**src/rtl/frame_align_fsm.sv**
```systemverilog
// ISERDES frame aligner: issues bitslip pulses until the registered parallel word
// equals the frame pattern, then holds lock with match/mismatch hysteresis.
module frame_align_fsm #(
    parameter int         DATA_WIDTH    = 8,
    parameter logic [7:0] FRAME_PATTERN = 8'b00001111,
    parameter int         SLIP_WAIT     = 4,
    parameter int         LOCK_COUNT    = 16,
    parameter int         UNLOCK_COUNT  = 4
) (
    input  logic                  clk_div,
    input  logic                  reset,
    input  logic                  ena,
    input  logic [DATA_WIDTH-1:0] data_in,
    output logic                  bitslip,
    output logic                  locked,
    output logic                  lock_lost,
    output logic                  align_fail,
    output logic [3:0]            slip_count,
    output logic [3:0]            offset
);
    localparam logic [DATA_WIDTH-1:0] PATTERN     = FRAME_PATTERN[DATA_WIDTH-1:0];
    localparam logic [4:0]            ATTEMPT_MAX = 5'(2 * DATA_WIDTH);
    localparam logic [7:0]            LOCK_MAX    = 8'(LOCK_COUNT);
    localparam logic [7:0]            UNLOCK_MAX  = 8'(UNLOCK_COUNT);
    localparam logic [3:0]            WAIT_LAST   = 4'(SLIP_WAIT - 1);
    localparam logic [3:0]            SLIP_LAST   = 4'(DATA_WIDTH - 1);

    typedef enum logic [2:0] {IDLE, CHECK, SLIP, WAIT, LOCKED} state_t;

    state_t                state, state_nxt;
    logic [DATA_WIDTH-1:0] data_q;
    logic [7:0]            good_cnt, good_nxt, bad_cnt, bad_nxt;
    logic [7:0]            good_inc, bad_inc;
    logic [4:0]            attempts, attempts_nxt, attempts_inc;
    logic [3:0]            wait_cnt, wait_nxt;
    logic                  bitslip_nxt, locked_nxt, lock_lost_nxt, align_fail_nxt;
    logic [3:0]            slip_count_nxt, offset_nxt;
    logic                  match;

    function automatic logic [DATA_WIDTH-1:0] rotl(input logic [DATA_WIDTH-1:0] v, input int k);
        logic [2*DATA_WIDTH-1:0] dbl;
        dbl = {v, v} << k;
        return dbl[2*DATA_WIDTH-1 -: DATA_WIDTH];
    endfunction

    assign match        = (data_q == PATTERN);
    assign good_inc     = (good_cnt == 8'hFF) ? good_cnt : good_cnt + 8'd1;
    assign bad_inc      = (bad_cnt == 8'hFF) ? bad_cnt : bad_cnt + 8'd1;
    assign attempts_inc = (attempts == ATTEMPT_MAX) ? attempts : attempts + 5'd1;

    always_comb begin
        // NOTE: every *_nxt is given a default first so no branch can infer a latch.
        state_nxt      = state;
        good_nxt       = good_cnt;
        bad_nxt        = bad_cnt;
        attempts_nxt   = attempts;
        wait_nxt       = wait_cnt;
        slip_count_nxt = slip_count;
        offset_nxt     = offset;
        locked_nxt     = locked;
        align_fail_nxt = align_fail;
        bitslip_nxt    = 1'b0;
        lock_lost_nxt  = 1'b0;

        if (!ena) begin
            state_nxt      = IDLE;
            locked_nxt     = 1'b0;
            align_fail_nxt = 1'b0;
        end else begin
            // Descending scan so the lowest matching rotation wins.
            offset_nxt = 4'hF;
            for (int k = DATA_WIDTH - 1; k >= 0; k--) begin
                if (data_q == rotl(PATTERN, k)) offset_nxt = 4'(k);
            end

            unique case (state)
                IDLE: begin
                    state_nxt    = CHECK;
                    good_nxt     = 8'd0;
                    bad_nxt      = 8'd0;
                    attempts_nxt = 5'd0;
                end
                CHECK: begin
                    if (match) begin
                        good_nxt = good_inc;
                        if (good_inc == LOCK_MAX) begin
                            state_nxt    = LOCKED;
                            locked_nxt   = 1'b1;
                            attempts_nxt = 5'd0;
                        end
                    end else begin
                        good_nxt       = 8'd0;
                        state_nxt      = SLIP;
                        bitslip_nxt    = 1'b1;
                        slip_count_nxt = (slip_count == SLIP_LAST) ? 4'd0 : slip_count + 4'd1;
                        attempts_nxt   = attempts_inc;
                        if (attempts_inc == ATTEMPT_MAX) align_fail_nxt = 1'b1;
                    end
                end
                SLIP: begin
                    state_nxt = WAIT;
                    wait_nxt  = 4'd0;
                end
                WAIT: begin
                    if (wait_cnt == WAIT_LAST) state_nxt = CHECK;
                    else                       wait_nxt  = wait_cnt + 4'd1;
                end
                LOCKED: begin
                    if (match) begin
                        bad_nxt = 8'd0;
                    end else begin
                        bad_nxt = bad_inc;
                        if (bad_inc == UNLOCK_MAX) begin
                            state_nxt     = CHECK;
                            locked_nxt    = 1'b0;
                            lock_lost_nxt = 1'b1;
                            good_nxt      = 8'd0;
                            bad_nxt       = 8'd0;
                        end
                    end
                end
                default: state_nxt = IDLE;
            endcase
        end
    end

    always_ff @(posedge clk_div or posedge reset) begin
        if (reset) begin
            state      <= IDLE;
            data_q     <= '0;
            good_cnt   <= 8'd0;
            bad_cnt    <= 8'd0;
            attempts   <= 5'd0;
            wait_cnt   <= 4'd0;
            bitslip    <= 1'b0;
            locked     <= 1'b0;
            lock_lost  <= 1'b0;
            align_fail <= 1'b0;
            slip_count <= 4'd0;
            offset     <= 4'hF;
        end else begin
            // NOTE: non-blocking so every register updates from the same pre-edge values.
            state      <= state_nxt;
            data_q     <= data_in;
            good_cnt   <= good_nxt;
            bad_cnt    <= bad_nxt;
            attempts   <= attempts_nxt;
            wait_cnt   <= wait_nxt;
            bitslip    <= bitslip_nxt;
            locked     <= locked_nxt;
            lock_lost  <= lock_lost_nxt;
            align_fail <= align_fail_nxt;
            slip_count <= slip_count_nxt;
            offset     <= offset_nxt;
        end
    end
endmodule

```
**config.mk**
```make
export PLATFORM = sky130hd
export DESIGN_NAME = frame_align_fsm
export DESIGN_NICKNAME = d
export VERILOG_FILES = /design/src/rtl/frame_align_fsm.sv
export SDC_FILE = /design/constraint.sdc
export NUM_CORES = 1
export LEC_CHECK = 0
export ABC_AREA = 1
export CAP_MARGIN = 20
export CORE_ASPECT_RATIO = 0.75
export CORE_UTILIZATION = 55
export CTS_CLUSTER_SIZE = 8
export DETAILED_ROUTE_END_ITERATION = 7
export PLACE_DENSITY = 0.81
export SKIP_LAST_GASP = 1
export SYNTH_ARGS = -nofsm -noshare
export SYNTH_HDL_FRONTEND = slang
export SYNTH_SLANG_ARGS = --single-unit
```
**constraint.sdc**
```tcl
create_clock -name clk_div -period 4.85 [get_ports clk_div]
set_input_delay 0.97 -clock clk_div [delete_from_list [all_inputs] [get_ports clk_div]]
set_output_delay 0.97 -clock clk_div [all_outputs]
set_load 0.01 [all_outputs]
```
==> results.py, run 1 <==
metrics = {
    "placed_design": {
        "hpwl_mm": 4.14,
        "port-buffer-count": 22,
        "place_ws_ps": 2070,
        "dp_cells": 436,
        "globalplace.congestion": 0.897,
    },
    "clock_tree": {
        "cts_root_buf": "clkbuf_8",
        "cts_tree": "done",
        "clock-sinks": 48,
        "clockBufferDepth": 2,
        "htreeDepth": 2,
        "cts_hold_buf": 0,
        "cts_resized": 0,
        "insertion_delay_ps": 300,
        "clkTransAtPathRegs_ps": 80,
        "numCtsBuffers": 5,
        "postCtsSetupBuffers": 0,
    },
    "final_layout": {
        "drive_gt1_share_pct": 12.1,
        "area.growth.synth_to_final_pct": 14.6,
        "fin_nets": 404,
        "final_cells": 445,
        "diodes": 0,
    },
    "power_and_ir_drop": {
        "p_per_area_mw_per_mm2": 368,
        "leakage_nw": 1.52,
        "vdd_drop_max_mv": 0.226,
    },
    "synthesis": {
        "postSynthNetCount": 376,
        "netlist_area_sq_mm": 0.00277,
        "yosysWarnings": 0,
        "ys_seq_area_share_pct": 43.5,
        "yosysUniqueCellTypes": 34,
        "ys_seq_elements": 48,
        "netlist_instances": 359,
        "syn_avg_cell_area_sq_um": 7.72,
    },
    "critical_path": {
        "end_kind": "flip-flop",
        "worst-path-max-fanout": 16,
        "r2r_end": "good_cnt[2]$_DFFE_PP0P_",
        "critical_path_class": "in2reg",
        "worst_ep_required_time_ps": 5060,
        "rr_worst_depth": 13,
        "timing.rr.start": "bad_cnt[0]$_DFFE_PP0P_",
        "critPathArrivalTime_ps": 2730,
        "path_buf_inv": 3,
        "path_cells": "clkdlybuf4s50_1 -> inv_1 -> nor2_1 -> o21ai_0 -> o21ai_0 -> inv_1 -> a211oi_1",
        "critPathTopFamily": "buffers and inverters",
        "setup.worst_path.start_class": "input pin",
        "cp_slowest_cell": "clkdlybuf4s50_1",
        "cpPeakStageDelay_ps": 560,
        "r2r_slack_ps": 2690,
    },
    "drt": {
        "drtPass1Iterations": 4,
        "viasPerCell": 5.26,
        "final_antenna_net_count": 0,
        "via_count": 2340,
        "drc": 0,
        "avgRoutedWirePerCell_um": 12.5,
        "wl_mm": 5.56,
        "drtIter0Drc": 156,
    },
    "die": {
        "die_y_um": 63.5,
        "rows": 21,
        "die_area_sq_mm": 0.00533,
        "io_pins": 23,
        "die_w_um": 84.0,
        "initial_core_util_pct": 59.6,
        "core_sq_mm": 0.00465,
    },
    "sta": {
        "maxSlewHeadroom_pct": 64.7,
        "fmax_mhz": 397,
        "setup-tns-final_ps": 0,
        "hold_violations": 0,
        "rsz0062_at_grt": "false",
        "period_share_pct": 51.9,
        "period_needed_ps": 2520,
        "fin_worst_skew_ps": 7.25,
        "slew_violations": 0,
        "setup_violations": 0,
        "tightestPinTransition_ps": 529,
        "postLayoutSetupSlackWorst_ps": 2330,
    },
    "flow_run": {
        "cap_violations": 0,
    },
    "worst_hold_path": {
        "hold_depth": 2,
        "hold_end": "offset[0]$_DFFE_PP1P_",
        "hp-start": "offset[0]$_DFFE_PP1P_",
        "hold_class": "reg2reg",
    },
    "grt": {
        "antenna_found_initial": 0,
        "grt_pass1_wl_mm": 9.73,
        "grt_max_degree": 49,
        "grt_pass1_vias": 2234,
        "grt_util_all_layers_pct": 23.0,
        "gr-total-overflow": 0,
    },
    "outcome": {
        "status": "finished, final reports clean",
    },
}
-- worst max path at each step --
stage               slack, ps  start  depth (start not counted)                 endpoint
CTS                      2350    ena                          7  wait_cnt[3]$_DFFE_PP0P_
global placement         2220    ena                          7  wait_cnt[3]$_DFFE_PP0P_
floorplan                2740  reset                          1   align_fail$_DFFE_PP0P_
detailed placement       2070    ena                          7  wait_cnt[3]$_DFFE_PP0P_
global route             2160    ena                          7  wait_cnt[3]$_DFFE_PP0P_
finish                   2330    ena                          7  wait_cnt[3]$_DFFE_PP0P_
-- cells by family (layout without fill, tap and decap cells) --
logic type / Yosys count / count (layout) / share of synthesized area (%)
XOR/XNOR: 9 / 9 / 2.85
adder cells (fa/ha/maj): 6 / 6 / 2.71
AO/OA/AOI/OAI: 46 / 46 / 10.8
AND/OR/NAND/NOR: 192 / 192 / 31.8
buffers and inverters: 57 / 86 / 7.99
multiplexers: 1 / 1 / 0.361
flip-flops: 48 / 48 / 43.5
-- final cells by class --
| cell class | instances | area (sq um) |
|---|---|---|
| well taps | 57 | 71.3 |
| repair buffers | 23 | 240 |
| fillers | 394 | 1480 |
| clock inverters | 2 | 35.0 |
| multi-input cells | 254 | 1340 |
| inverters | 55 | 206 |
| clock buffers | 6 | 72.6 |
| flip-flops and latches | 48 | 1210 |
-- routing by layer --
layer | up-vias | track usage [%] | share of wire (%)
li1 | 1200 | - | -
met4 | 0 | 6.68 | 1.6
met5 | - | 0 | 0
met2 | 48 | 38.2 | 44
met1 | 1081 | 30.9 | 50
met3 | 11 | 4.46 | 4.1
-- tightest hold or removal path, delay by kind of cell, from the launching register on --
family	cells	cell delay, ps
flops	1	380
simple gates	2	100
-- power by group --
group / internal (mW) / total [mW] / switching (mW)
combinational: 0.142 / 0.374 / 0.232
clock: 0.153 / 0.283 / 0.130
sequential: 0.463 / 0.510 / 0.0474
total: 0.758 / 1.17 / 0.409
-- registers in the layout (all words and copies together), names as in the netlist --
| signal | flops |
|---|---|
| lock_lost | 1 |
| bad_cnt | 8 |
| align_fail | 1 |
| bitslip | 1 |
| good_cnt | 8 |
| attempts | 5 |
| slip_count | 4 |
| data_q | 8 |
| locked | 1 |
| state | 3 |
| offset | 4 |
| wait_cnt | 4 |
-- stage by stage --
stage | power [mW] | hold slack (ps) | utilization [%] | area (sq um)
6_report | 1.17 | 480 | 68.3 | 3170
5_1_grt | 1.25 | 493 | 68.3 | 3170
4_1_cts | 1.17 | 486 | 67.8 | 3150
3_5_place_dp | 0.887 | 464 | 65.5 | 3050
3_3_place_gp | 0.875 | 471 | 65.5 | 3050
2_1_floorplan | 0.769 | 474 | - | 2770
-- cell usage in the layout, fill, tap and decap left out, types with 9 or more instances in the layout --
| cell type | synthesis | routed |
|---|---|---|
| clkdlybuf4s50_1 | 0 | 22 |
| dfrtp_1 | 44 | 44 |
| inv_1 | 55 | 54 |
| nand2_1 | 86 | 86 |
| nand2_2 | 9 | 9 |
| nand3_1 | 31 | 31 |
| nor2_1 | 37 | 37 |
| o21ai_0 | 22 | 22 |
| o21ai_2 | 9 | 9 |
-- cell usage after synthesis (all sizes together) --
cell	n	area [sq um]
a211oi	1	7.51
a21boi	2	26.3
a21oi	4	20.0
a32o	1	10.0
and3	1	6.26
buf	1	11.3
clkbuf	1	3.75
dfrtp	44	1100
dfstp	4	105
ha	6	75.1
inv	55	206
mux2i	1	10.0
nand2	95	379
nand3	36	205
nand3b	1	7.51
nand4	8	50.1
nor2	46	205
nor3	3	15.0
o211ai	1	7.51
o21ai	33	199
o21bai	1	7.51
o22ai	2	12.5
o31ai	1	7.51
or2	2	12.5
xnor2	1	8.76
xor2	8	70.1
No activity file was read; power rests on OpenSTA's default activity.
==> run 2, diff against run 1 <==
CORE_UTILIZATION = 52   (was 55)
clock period = 2.14 ns   (was 4.85 ns; I/O delays follow)
==> results.py, run 2 (same netlist as run 1, synthesis figures left out) <==
metrics = {
    "power_and_ir_drop": {
        "vdd_drop_max_mv": 0.752,
        "sw_frac_of_total_pct": 36.8,
        "sequentialPowerShare_pct": 41.0,
        "comb_power_share_pct": 35.1,
        "totalPowerFinal_mw": 2.82,
        "leakage_nw": 1.62,
        "p_int_mw": 1.78,
        "p_per_area_mw_per_mm2": 838,
        "clockPowerShare_pct": 23.8,
        "p_switching_mw": 1.04,
    },
    "die": {
        "rows": 22,
        "die_w_um": 86.3,
        "io_pins": 23,
        "core_sq_mm": 0.00501,
        "die_y_um": 65.2,
        "die_area_sq_mm": 0.00563,
        "initial_core_util_pct": 55.3,
    },
    "sta": {
        "fin_worst_skew_ps": 6.57,
        "setup_violations": 0,
        "slew_violations": 0,
        "hold_violations": 0,
        "period_share_pct": 92.7,
        "maxSlewHeadroom_pct": 65.1,
        "tightestPinTransition_ps": 518,
        "period_needed_ps": 1980,
        "setup-tns-final_ps": 0,
        "hold_ws_ps": 427,
        "fmax_mhz": 504,
        "postLayoutSetupSlackWorst_ps": 157,
        "rsz0062_at_grt": "true",
    },
    "placed_design": {
        "dp_cells": 457,
        "hpwl_mm": 4.20,
        "place_ws_ps": 10.0,
        "dpl_cell_area_sq_mm": 0.00312,
        "port-buffer-count": 22,
        "globalplace.congestion": 0.902,
    },
    "clock_tree": {
        "cts_tree": "done",
        "cts_hold_buf": 0,
        "insertion_delay_ps": 300,
        "htreeDepth": 2,
        "clkTransAtPathRegs_ps": 90,
        "clockBufferDepth": 2,
        "numCtsBuffers": 5,
        "cts_root_buf": "clkbuf_8",
        "clock-sinks": 48,
    },
    "final_layout": {
        "final_common_cell": "nand2_1",
        "multiInputGateArea_sq_mm": 0.00141,
        "layout_common_cells": "79 x nand2_1, 53 x inv_1, 43 x dfrtp_1",
        "diodes": 0,
        "drive_gt1_share_pct": 18.4,
        "fin_util_pct": 67.1,
        "fin_nets": 418,
        "reg_top3": "bad_cnt x8, data_q x8, good_cnt x8",
        "area.growth.synth_to_final_pct": 21.4,
        "n_fill_cell": 434,
        "design_area_sq_mm": 0.00336,
        "final_cells": 474,
        "seqCellArea_sq_mm": 0.00121,
    },
    "drt": {
        "via_count": 2482,
        "final_antenna_net_count": 0,
        "avgRoutedWirePerCell_um": 12.4,
        "drtIter0Drc": 123,
        "viasPerCell": 5.24,
        "drc": 0,
        "wl_mm": 5.89,
        "drtPass1Iterations": 4,
    },
    "critical_path": {
        "critPathArrivalTime_ps": 2190,
        "worst-path-max-fanout": 8,
        "path_buf_inv": 2,
        "path_cells": "ha_2 -> nand3_2 -> inv_2 -> nand2_4 -> buf_4 -> nand3_2 -> nor2_2 -> nand3_2 -> o21ai_4 -> nand2_4 -> nand2_2 -> o21ai_2",
        "crit_top_cell": "nand3_2",
        "critPathTopFamily": "simple AND/OR/NAND/NOR gates",
        "cp_slowest_cell": "dfrtp_1",
        "end_kind": "flip-flop",
        "critical_path_class": "reg2reg",
        "worst_ep_required_time_ps": 2340,
        "cpPeakStageDelay_ps": 410,
        "r2r_slack_ps": 160,
        "setup.worst_path.start_class": "flip-flop",
    },
    "grt": {
        "grt_pass1_vias": 2289,
        "antenna_found_initial": 0,
        "grt_util_all_layers_pct": 22.9,
        "gr-total-overflow": 0,
        "grt_pass1_wl_mm": 10.1,
        "grt_max_degree": 30,
    },
    "worst_hold_path": {
        "hold_class": "in2async",
    },
    "outcome": {
        "status": "finished, final reports clean",
    },
    "flow_run": {
        "cap_violations": 0,
    },
}
-- run 2: changes by cell type in the layout (fill, tap and decap cells not counted), moves of 2 or more --
cell,change
buf_4,+12
ha_1,-2
ha_2,+2
nand2_1,-7
nand2_2,+4
nand2_4,+4
-- run 2: worst paths after layout --
| check | startpoint | to | cells after the start |
|---|---|---|---|
| setup / recovery | bad_cnt[0]$_DFFE_PP0P_ | good_cnt[5]$_DFFE_PP0P_ | 12 |
| hold / removal | reset | data_q[0]$_DFF_PP0_ | 2 |
| setup reg to reg | bad_cnt[0]$_DFFE_PP0P_ | good_cnt[5]$_DFFE_PP0P_ | 12 |
| hold reg to reg | offset[2]$_DFFE_PP1P_ | offset[2]$_DFFE_PP1P_ | 2 |
| max in group asynchronous | reset | offset[0]$_DFFE_PP1P_ | 3 |
| min in group clk_div | offset[2]$_DFFE_PP1P_ | offset[2]$_DFFE_PP1P_ | 2 |
-- run 2: cell type report --
| class | instances | area share (%) |
|---|---|---|
| well taps | 72 | 2.68 |
| clock buffers | 5 | 2.05 |
| flip-flops and latches | 48 | 35.9 |
| multi-input cells | 256 | 42.0 |
| repair buffers | 35 | 9.83 |
| inverters | 55 | 6.14 |
| clock inverters | 3 | 1.38 |
-- run 2: repair_timing --
item                                    4_1_cts  5_1_grt
endpoints found under the hold margin         0        0
pin swaps                                     0       10
gates cloned                                  0        2
endpoints found under the setup margin        4       14
setup buffers                                 0        7
gates resized for setup                       1       16
-- run 2: power by group through the flow --
stage	Sequential, mW	Clock [mW]	Combinational [mW]
finish	1.16	0.672	0.990
global route	1.18	0.729	1.10
CTS	1.16	0.694	0.891
detailed placement	1.17	0	0.868
global placement	1.17	0	0.827
floorplan	1.18	0	0.562
-- run 2: routing by layer --
metal  vias up  GRT usage (%)  wire length, um
met4         0           6.67               61
met2        68           36.9             2720
met5         -              0                0
met1      1174           31.1             2790
met3         7           5.03              324
li1       1233              -                -
